<file path="src/rtl/lc_sweep_pkg.sv">
// lc_sweep_pkg: shared types and helpers for the logic-circuit sweep engine.
//   state_t    - sweep FSM state encoding
//   DEF_POLY   - default MISR feedback polynomial (CRC-16/CCITT taps)
//   misr_step  - one MISR shift/fold step, width-generic up to 32 bits
package lc_sweep_pkg;

    typedef enum logic [1:0] {
        IDLE    = 2'd0,
        APPLY   = 2'd1,
        CAPTURE = 2'd2,
        DONE    = 2'd3
    } state_t;

    localparam logic [15:0] DEF_POLY = 16'h1021;

    // Computes the next signature on a 32-bit container; bits above w are
    // masked so callers may truncate the result to their own width.
    function automatic logic [31:0] misr_step(input logic [31:0] sig,
                                              input logic [31:0] din,
                                              input logic [31:0] poly,
                                              input int unsigned w);
        logic [31:0] mask;
        logic        msb;
        mask = (w >= 32) ? 32'hFFFF_FFFF : ((32'd1 << w) - 32'd1);
        msb  = sig[5'(w - 1)];
        return ((sig << 1) ^ (msb ? poly : 32'd0) ^ din) & mask;
    endfunction

endpackage

</file>
<file path="src/rtl/lc_sweep_engine_if.sv">
// lc_sweep_engine_if: stimulus/response pair channel from the sweep engine
// to a downstream logger.
//   out_valid - pair available (master drives)
//   out_ready - logger accepts pair (slave drives)
//   out_stim  - stimulus code of the pair
//   out_resp  - captured response of the pair
interface lc_sweep_engine_if #(
    parameter int N_IN  = 4,
    parameter int N_OUT = 5
);
    logic             out_valid;
    logic             out_ready;
    logic [N_IN-1:0]  out_stim;
    logic [N_OUT-1:0] out_resp;

    modport master (output out_valid, output out_stim, output out_resp, input out_ready);
    modport slave  (input out_valid, input out_stim, input out_resp, output out_ready);
endinterface

</file>
<file path="src/rtl/lc_sweep_misr.sv">
// lc_sweep_misr: SIG_W-bit multiple-input signature register.
// Only used when LC_SWEEP_MISR_EN is defined.
//   clk, rst_n - clock, asynchronous active-low reset
//   clr        - synchronous clear to zero (new sweep)
//   en         - fold din into the signature this cycle
//   din        - N_OUT-bit response, zero-extended into the fold
//   sig        - current signature
module lc_sweep_misr
    import lc_sweep_pkg::*;
#(
    parameter int               SIG_W = 16,
    parameter int               N_OUT = 5,
    parameter logic [SIG_W-1:0] POLY  = SIG_W'(DEF_POLY)
) (
    input  logic             clk,
    input  logic             rst_n,
    input  logic             clr,
    input  logic             en,
    input  logic [N_OUT-1:0] din,
    output logic [SIG_W-1:0] sig
);

    always_ff @(posedge clk or negedge rst_n) begin
        if (!rst_n)
            sig <= '0;
        else if (clr)
            sig <= '0;
        else if (en)
            sig <= SIG_W'(misr_step(32'(sig), 32'(din), 32'(POLY), SIG_W));
    end

endmodule

</file>
<file path="src/rtl/lc_sweep_engine.sv">
// lc_sweep_engine: exhaustive-stimulus engine for small combinational blocks.
// Drives codes vec_first..vec_last (inclusive, wrapping modulo 2^N_IN) on
// stim, waits SETTLE cycles per code, captures resp and offers each
// (stim, resp) pair on a valid/ready channel.
//
// Optional feature: define LC_SWEEP_MISR_EN to fold every accepted response
// into a SIG_W-bit MISR; otherwise signature is tied to zero.
//
// Ports:
//   clk, rst_n           - clock, asynchronous active-low reset
//   start                - begin sweep (honoured in IDLE only)
//   abort                - return to IDLE from any busy state
//   vec_first, vec_last  - sweep range, latched at start
//   stim                 - vector driven into the logic under test
//   resp                 - response of the logic under test
//   out (master)         - out_valid/out_ready/out_stim/out_resp pair channel
//   busy                 - any state other than IDLE
//   done                 - one-cycle pulse at sweep completion
//   signature            - MISR value, held after done until the next start
module lc_sweep_engine
    import lc_sweep_pkg::*;
#(
    parameter int               N_IN   = 4,
    parameter int               N_OUT  = 5,
    parameter int               SETTLE = 1,
    parameter int               SIG_W  = 16,
    parameter logic [SIG_W-1:0] POLY   = SIG_W'(DEF_POLY)
) (
    input  logic                       clk,
    input  logic                       rst_n,
    input  logic                       start,
    input  logic                       abort,
    input  logic [N_IN-1:0]            vec_first,
    input  logic [N_IN-1:0]            vec_last,
    output logic [N_IN-1:0]            stim,
    input  logic [N_OUT-1:0]           resp,
    lc_sweep_engine_if.master          out,
    output logic                       busy,
    output logic                       done,
    output logic [SIG_W-1:0]           signature
);

    localparam int CW = (SETTLE > 1) ? $clog2(SETTLE) : 1;

    state_t          state_q, state_d;
    logic [N_IN-1:0] last_q;
    logic [CW-1:0]   cnt_q;

    logic settle_last;
    logic is_last;
    logic load;
    logic capture;
    logic hs;
    logic adv;

    assign settle_last = (cnt_q == CW'(SETTLE - 1));
    assign is_last     = (stim == last_q);

    // ---------------- FSM: state register ----------------
    always_ff @(posedge clk or negedge rst_n) begin
        if (!rst_n)
            state_q <= IDLE;
        else
            state_q <= state_d;
    end

    // ---------------- FSM: next state ----------------
    always_comb begin
        state_d = state_q;
        case (state_q)
            IDLE:    if (start) state_d = APPLY;
            APPLY:   if (abort) state_d = IDLE;
                     else if (settle_last) state_d = CAPTURE;
            CAPTURE: if (abort) state_d = IDLE;
                     else if (out.out_ready) state_d = is_last ? DONE : APPLY;
            DONE:    state_d = IDLE;
            default: state_d = IDLE;
        endcase
    end

    // ---------------- FSM: outputs / datapath strobes ----------------
    // abort wins over a handshake landing in the same cycle, so an aborted
    // pair never reaches the signature or advances stim.
    always_comb begin
        busy    = (state_q != IDLE);
        done    = (state_q == DONE);
        load    = (state_q == IDLE) && start;
        capture = (state_q == APPLY) && settle_last && !abort;
        hs      = (state_q == CAPTURE) && out.out_ready && !abort;
        adv     = hs && !is_last;
    end

    // ---------------- stimulus counter and range latch ----------------
    always_ff @(posedge clk or negedge rst_n) begin
        if (!rst_n) begin
            stim   <= '0;
            last_q <= '0;
        end else if (load) begin
            stim   <= vec_first;
            last_q <= vec_last;
        end else if (adv) begin
            stim   <= stim + N_IN'(1);   // wraps naturally at 2^N_IN
        end
    end

    // ---------------- settle counter ----------------
    always_ff @(posedge clk or negedge rst_n) begin
        if (!rst_n)
            cnt_q <= '0;
        else if (load || capture)
            cnt_q <= '0;
        else if (state_q == APPLY && !abort)
            cnt_q <= cnt_q + CW'(1);
    end

    // ---------------- output pair register ----------------
    always_ff @(posedge clk or negedge rst_n) begin
        if (!rst_n) begin
            out.out_valid <= 1'b0;
            out.out_stim  <= '0;
            out.out_resp  <= '0;
        end else begin
            if (busy && abort)
                out.out_valid <= 1'b0;
            else if (capture)
                out.out_valid <= 1'b1;
            else if (hs)
                out.out_valid <= 1'b0;
            if (capture) begin
                out.out_stim <= stim;
                out.out_resp <= resp;
            end
        end
    end

    // ---------------- signature ----------------
`ifdef LC_SWEEP_MISR_EN
    lc_sweep_misr #(
        .SIG_W (SIG_W),
        .N_OUT (N_OUT),
        .POLY  (POLY)
    ) u_misr (
        .clk   (clk),
        .rst_n (rst_n),
        .clr   (load),
        .en    (hs),
        .din   (out.out_resp),
        .sig   (signature)
    );
`else
    assign signature = '0;
`endif

endmodule

</file>
<file path="src/flat_wrapper.sv">
// flat-port wrapper written by rule: the top's interface ports become plain ports
module lc_sweep_engine_flat import lc_sweep_pkg::*;
#(
    parameter int               N_IN   = 4,
    parameter int               N_OUT  = 5,
    parameter int               SETTLE = 1,
    parameter int               SIG_W  = 16,
    parameter logic [SIG_W-1:0] POLY   = SIG_W'(DEF_POLY)
)
  (clk, rst_n, start, abort, vec_first, vec_last, stim, resp, busy, done, signature, out_out_valid, out_out_stim, out_out_resp, out_out_ready);
  lc_sweep_engine_if #(.N_IN(N_IN), .N_OUT(N_OUT)) out_i ();
  input  logic clk;
  input  logic rst_n;
  input  logic start;
  input  logic abort;
  input  logic [N_IN-1:0] vec_first;
  input  logic [N_IN-1:0] vec_last;
  output logic [N_IN-1:0] stim;
  input  logic [N_OUT-1:0] resp;
  output logic busy;
  output logic done;
  output logic [SIG_W-1:0] signature;
  output wire logic [$bits(out_i.out_valid)-1:0] out_out_valid;
  output wire logic [$bits(out_i.out_stim)-1:0] out_out_stim;
  output wire logic [$bits(out_i.out_resp)-1:0] out_out_resp;
  input wire logic [$bits(out_i.out_ready)-1:0] out_out_ready;
  assign out_out_valid = out_i.out_valid;
  assign out_out_stim = out_i.out_stim;
  assign out_out_resp = out_i.out_resp;
  assign out_i.out_ready = out_out_ready;
  lc_sweep_engine #(.N_IN(N_IN), .N_OUT(N_OUT), .SETTLE(SETTLE), .SIG_W(SIG_W), .POLY(POLY)) u_core (.clk(clk), .rst_n(rst_n), .start(start), .abort(abort), .vec_first(vec_first), .vec_last(vec_last), .stim(stim), .resp(resp), .out(out_i), .busy(busy), .done(done), .signature(signature));
endmodule
</file>
<file path="config.mk">
export PLATFORM = sky130hd
export DESIGN_NAME = lc_sweep_engine_flat
export DESIGN_NICKNAME = d
export VERILOG_FILES = /design/src/rtl/lc_sweep_pkg.sv /design/src/rtl/lc_sweep_engine_if.sv /design/src/rtl/lc_sweep_misr.sv /design/src/rtl/lc_sweep_engine.sv /design/src/flat_wrapper.sv
export SDC_FILE = /design/constraint.sdc
export NUM_CORES = 1
export LEC_CHECK = 0
export CORE_ASPECT_RATIO = 0.5
export CORE_MARGIN = 1.5
export CORE_UTILIZATION = 37
export CTS_CLUSTER_DIAMETER = 40
export CTS_CLUSTER_SIZE = 28
export DETAILED_ROUTE_END_ITERATION = 10
export PLACE_DENSITY = 0.74
export SYNTH_ARGS = -nofsm -noshare
export SYNTH_HDL_FRONTEND = slang
export SYNTH_SLANG_ARGS = --single-unit
</file>
<file path="constraint.sdc">
create_clock -name clk -period 1.4 [get_ports clk]
set_input_delay 0.14 -clock clk [delete_from_list [all_inputs] [get_ports clk]]
set_output_delay 0.14 -clock clk [all_outputs]
set_load 0.01 [all_outputs]
</file>
==> qor.yml <==
ant_nets: 0
wl_per_cell_um: 13.9
fp.dieW_um: 82.1
yosys_register_bits: 21
drive_above_1_share_pct: 34.2
core.rowCount: 14
drv_slew: 0
ff_latch_area_um2: 529
rrSetupSlack_ns: -0.16
comb_power_share_pct: 50.6
hold_buffers: 0
synth-edff-count: 0
ys_warn_count: 0
post-route-period-util_pct: 112
clkTransAtPathRegs_ns: 0.08
timing.critical_path.fanout_max: 6
core_area_um2: 3000
synthArstFlopShare_pct: 100
syn_area_um2: 1160
violations: "setup timing"
fin_cells: 201
io_buffers: 33
h-tree-depth: 1
yosysMostFrequentCell: "dfrtp_1"
power_per_cell_area_nw_per_um2: 1520
worstHoldPathType: "input port to async pin"
synth_fa_ha_area_share_pct: 1.08
cts_root_buffer: "clkbuf_8"
intPower_mw: 1.86
path_class: "flip-flop to flip-flop"
synth_xor_xnor_area_share_pct: 3.67
seq_area_frac_synth_pct: 45.4
setup_viol: 18
switching_power_mw: 0.935
cts_tree: "built"
grt_pass1_wl_mm: 4.51
via_per_inst: 4.67
p_total_mw: 2.79
clock_power_share_pct: 14.8
finalHoldViolCount: 0
drt-total-wl_mm: 2.80
ir_drop_mv: 0.792
synth_top_cell_by_area: "dfrtp_1"
num_antenna_cells: 0
grt_pass1_vias: 908
multi_input_area_um2: 644
vias: 939
synth_cell_types: 30
drtIter0Drc: 44
syn2layout_area_growth_pct: 58.3
cp.arrival_ns: 1.72
start_util_pct: 38.7
antenna_found_initial: 0
end_kind: "flip-flop"
status: "finished, violations left"
cts_inserted_buffers: 3
synth_top_family_by_area: "multiplexers"
finalSetupTns_ns: -0.974
numClockSinks: 21
cp-start-kind: "flip-flop"
ios: 50
nets: 181
rsz0062_at_grt: "yes"
drv_cap: 0
sequentialPowerShare_pct: 34.6
synthMuxAreaShare_pct: 13.5
insertion_delay_ns: 0.26
grt_start_max_net_pins: 22
final_util_pct: 61.2
fillCellCount: 238
cts_buffer_depth: 2
synth.top_cell.area_share_pct: 45.4
power_leakage_nw: 0.829
gp_congestion: 0.781
synth_simple_gate_area_share_pct: 12.2
yosys-top-cells-area: "dfrtp_1, mux2_2, buf_4, o41ai_4, xor2_1"
place_inst: 188
synth_ff_type: "dfrtp_1"
die_h_um: 42.6
grt_overflow_total: 0
synth_cells: 103
dpl.hpwl_mm: 1.74
synth_compound_area_share_pct: 11.1
period_needed_ns: 1.56
post-route-drc-count: 0
synthTopCellsByCount: "dfrtp_1, buf_4, mux2_2, nor2_1"
synth.avg_cell_area_um2: 11.2
grtUsageTotal_pct: 17.3
timing.final.ws_setup_ns: -0.163
required_ns: 1.55
first_pass_iters: 4
swShare_pct: 33.5
die_area_um2: 3500
fmax_mhz: 640
clock-skew-final_ns: 0.00176
[power groups by stage]
stage	Clock (mW)	Sequential, mW	Combinational, mW
after CTS	0.425	0.966	1.33
after global placement	0	0.960	1.18
after global routing	0.449	0.993	1.52
after floorplan	0	1.05	0.511
final	0.414	0.966	1.41
after detailed placement	0	0.967	1.20
[through the flow]
| stage | cell area [um2] | worst slack [ns] | hold slack [ns] |
|---|---|---|---|
| 6_report | 1830 | -0.163 | 0.225 |
| 5_1_grt | 1830 | -0.218 | 0.237 |
| 4_1_cts | 1760 | -0.149 | 0.229 |
| 3_5_place_dp | 1600 | -0.211 | 0.495 |
| 3_3_place_gp | 1600 | -0.188 | 0.489 |
| 2_1_floorplan | 1230 | -0.110 | -0.156 |
[critical path, cell delays in order (launching register included)]
cell     delay (ns)
dfrtp_2        0.43
xor2_2         0.20
o41ai_4        0.50
nor4_1         0.08
o31a_1         0.25
[cell type report]
type	count	share of cell area, %
clock buffer	3	2.25
sequential	21	28.9
timing repair buffer	57	29.8
clock inverter	1	0.409
tap	40	2.73
multi-input combinational	75	35.1
inverter	4	0.819
[per-layer routing]
metal,wire length [um],global-route usage (%),vias to the layer above
li1,-,-,443
met4,33,5.42,0
met1,1310,23.9,455
met5,0,0,-
met2,1330,27.2,37
met3,127,3.70,4
[cells in the final DEF (no fill, tap or decap), types with 3 or more instances in the layout]
cell type	Yosys	final
clkdlybuf4s50_1	0	27
dfrtp_1	21	18
buf_4	17	17
conb_1	1	16
mux2_4	0	13
dlygate4sd2_1	0	5
inv_1	4	4
nor2_1	5	4
xor2_2	1	4
buf_6	0	4
nand2_1	3	3
o21ai_0	4	3
nand3_1	3	3
a21oi_1	3	3
clkbuf_8	0	3
dfrtp_2	0	3
[what timing repair did]
action | 4_1_cts | 5_1_grt
gates resized for setup | 25 | 9
pin swaps | 5 | 5
setup buffers | 5 | 2
gates cloned | 1 | 1
setup endpoints to repair | 14 | 20
endpoints found under the hold margin | 0 | 0
[final timing paths]
path / startpoint / endpoint / depth (start not counted)
max reg2reg: u_core.stim[2]$_DFFE_PN0P_ / u_core.stim[3]$_DFFE_PN0P_ / 4
min: rst_n / u_core.last_q[1]$_DFFE_PN0P_ / 2
max: u_core.stim[2]$_DFFE_PN0P_ / u_core.stim[3]$_DFFE_PN0P_ / 4
min in group clk: vec_first[0] / u_core.stim[0]$_DFFE_PN0P_ / 3
max in group asynchronous: rst_n / u_core.state_q[1]$_DFFE_PN0P_ / 2
min reg2reg: u_core.out.out_stim[3]$_DFFE_PN0P_ / u_core.out.out_stim[3]$_DFFE_PN0P_ / 1
[state kept, by name, summed over array words and instances, names as in the netlist]
name	flops
u_core.cnt_q	1
u_core.last_q	4
u_core.out.out_resp	5
u_core.out.out_stim	4
u_core.out.out_valid	1
u_core.state_q	2
u_core.stim	4
[cells by family after synthesis]
| logic type | after synthesis |
|---|---|
| buf+inv | 22 |
| simple gates | 24 |
| flops | 21 |
| compound gates | 16 |
| xor+xnor | 4 |
| other cells | 1 |
| mux | 14 |
| fa+ha+maj | 1 |
Power figures use the tool's default switching activity.
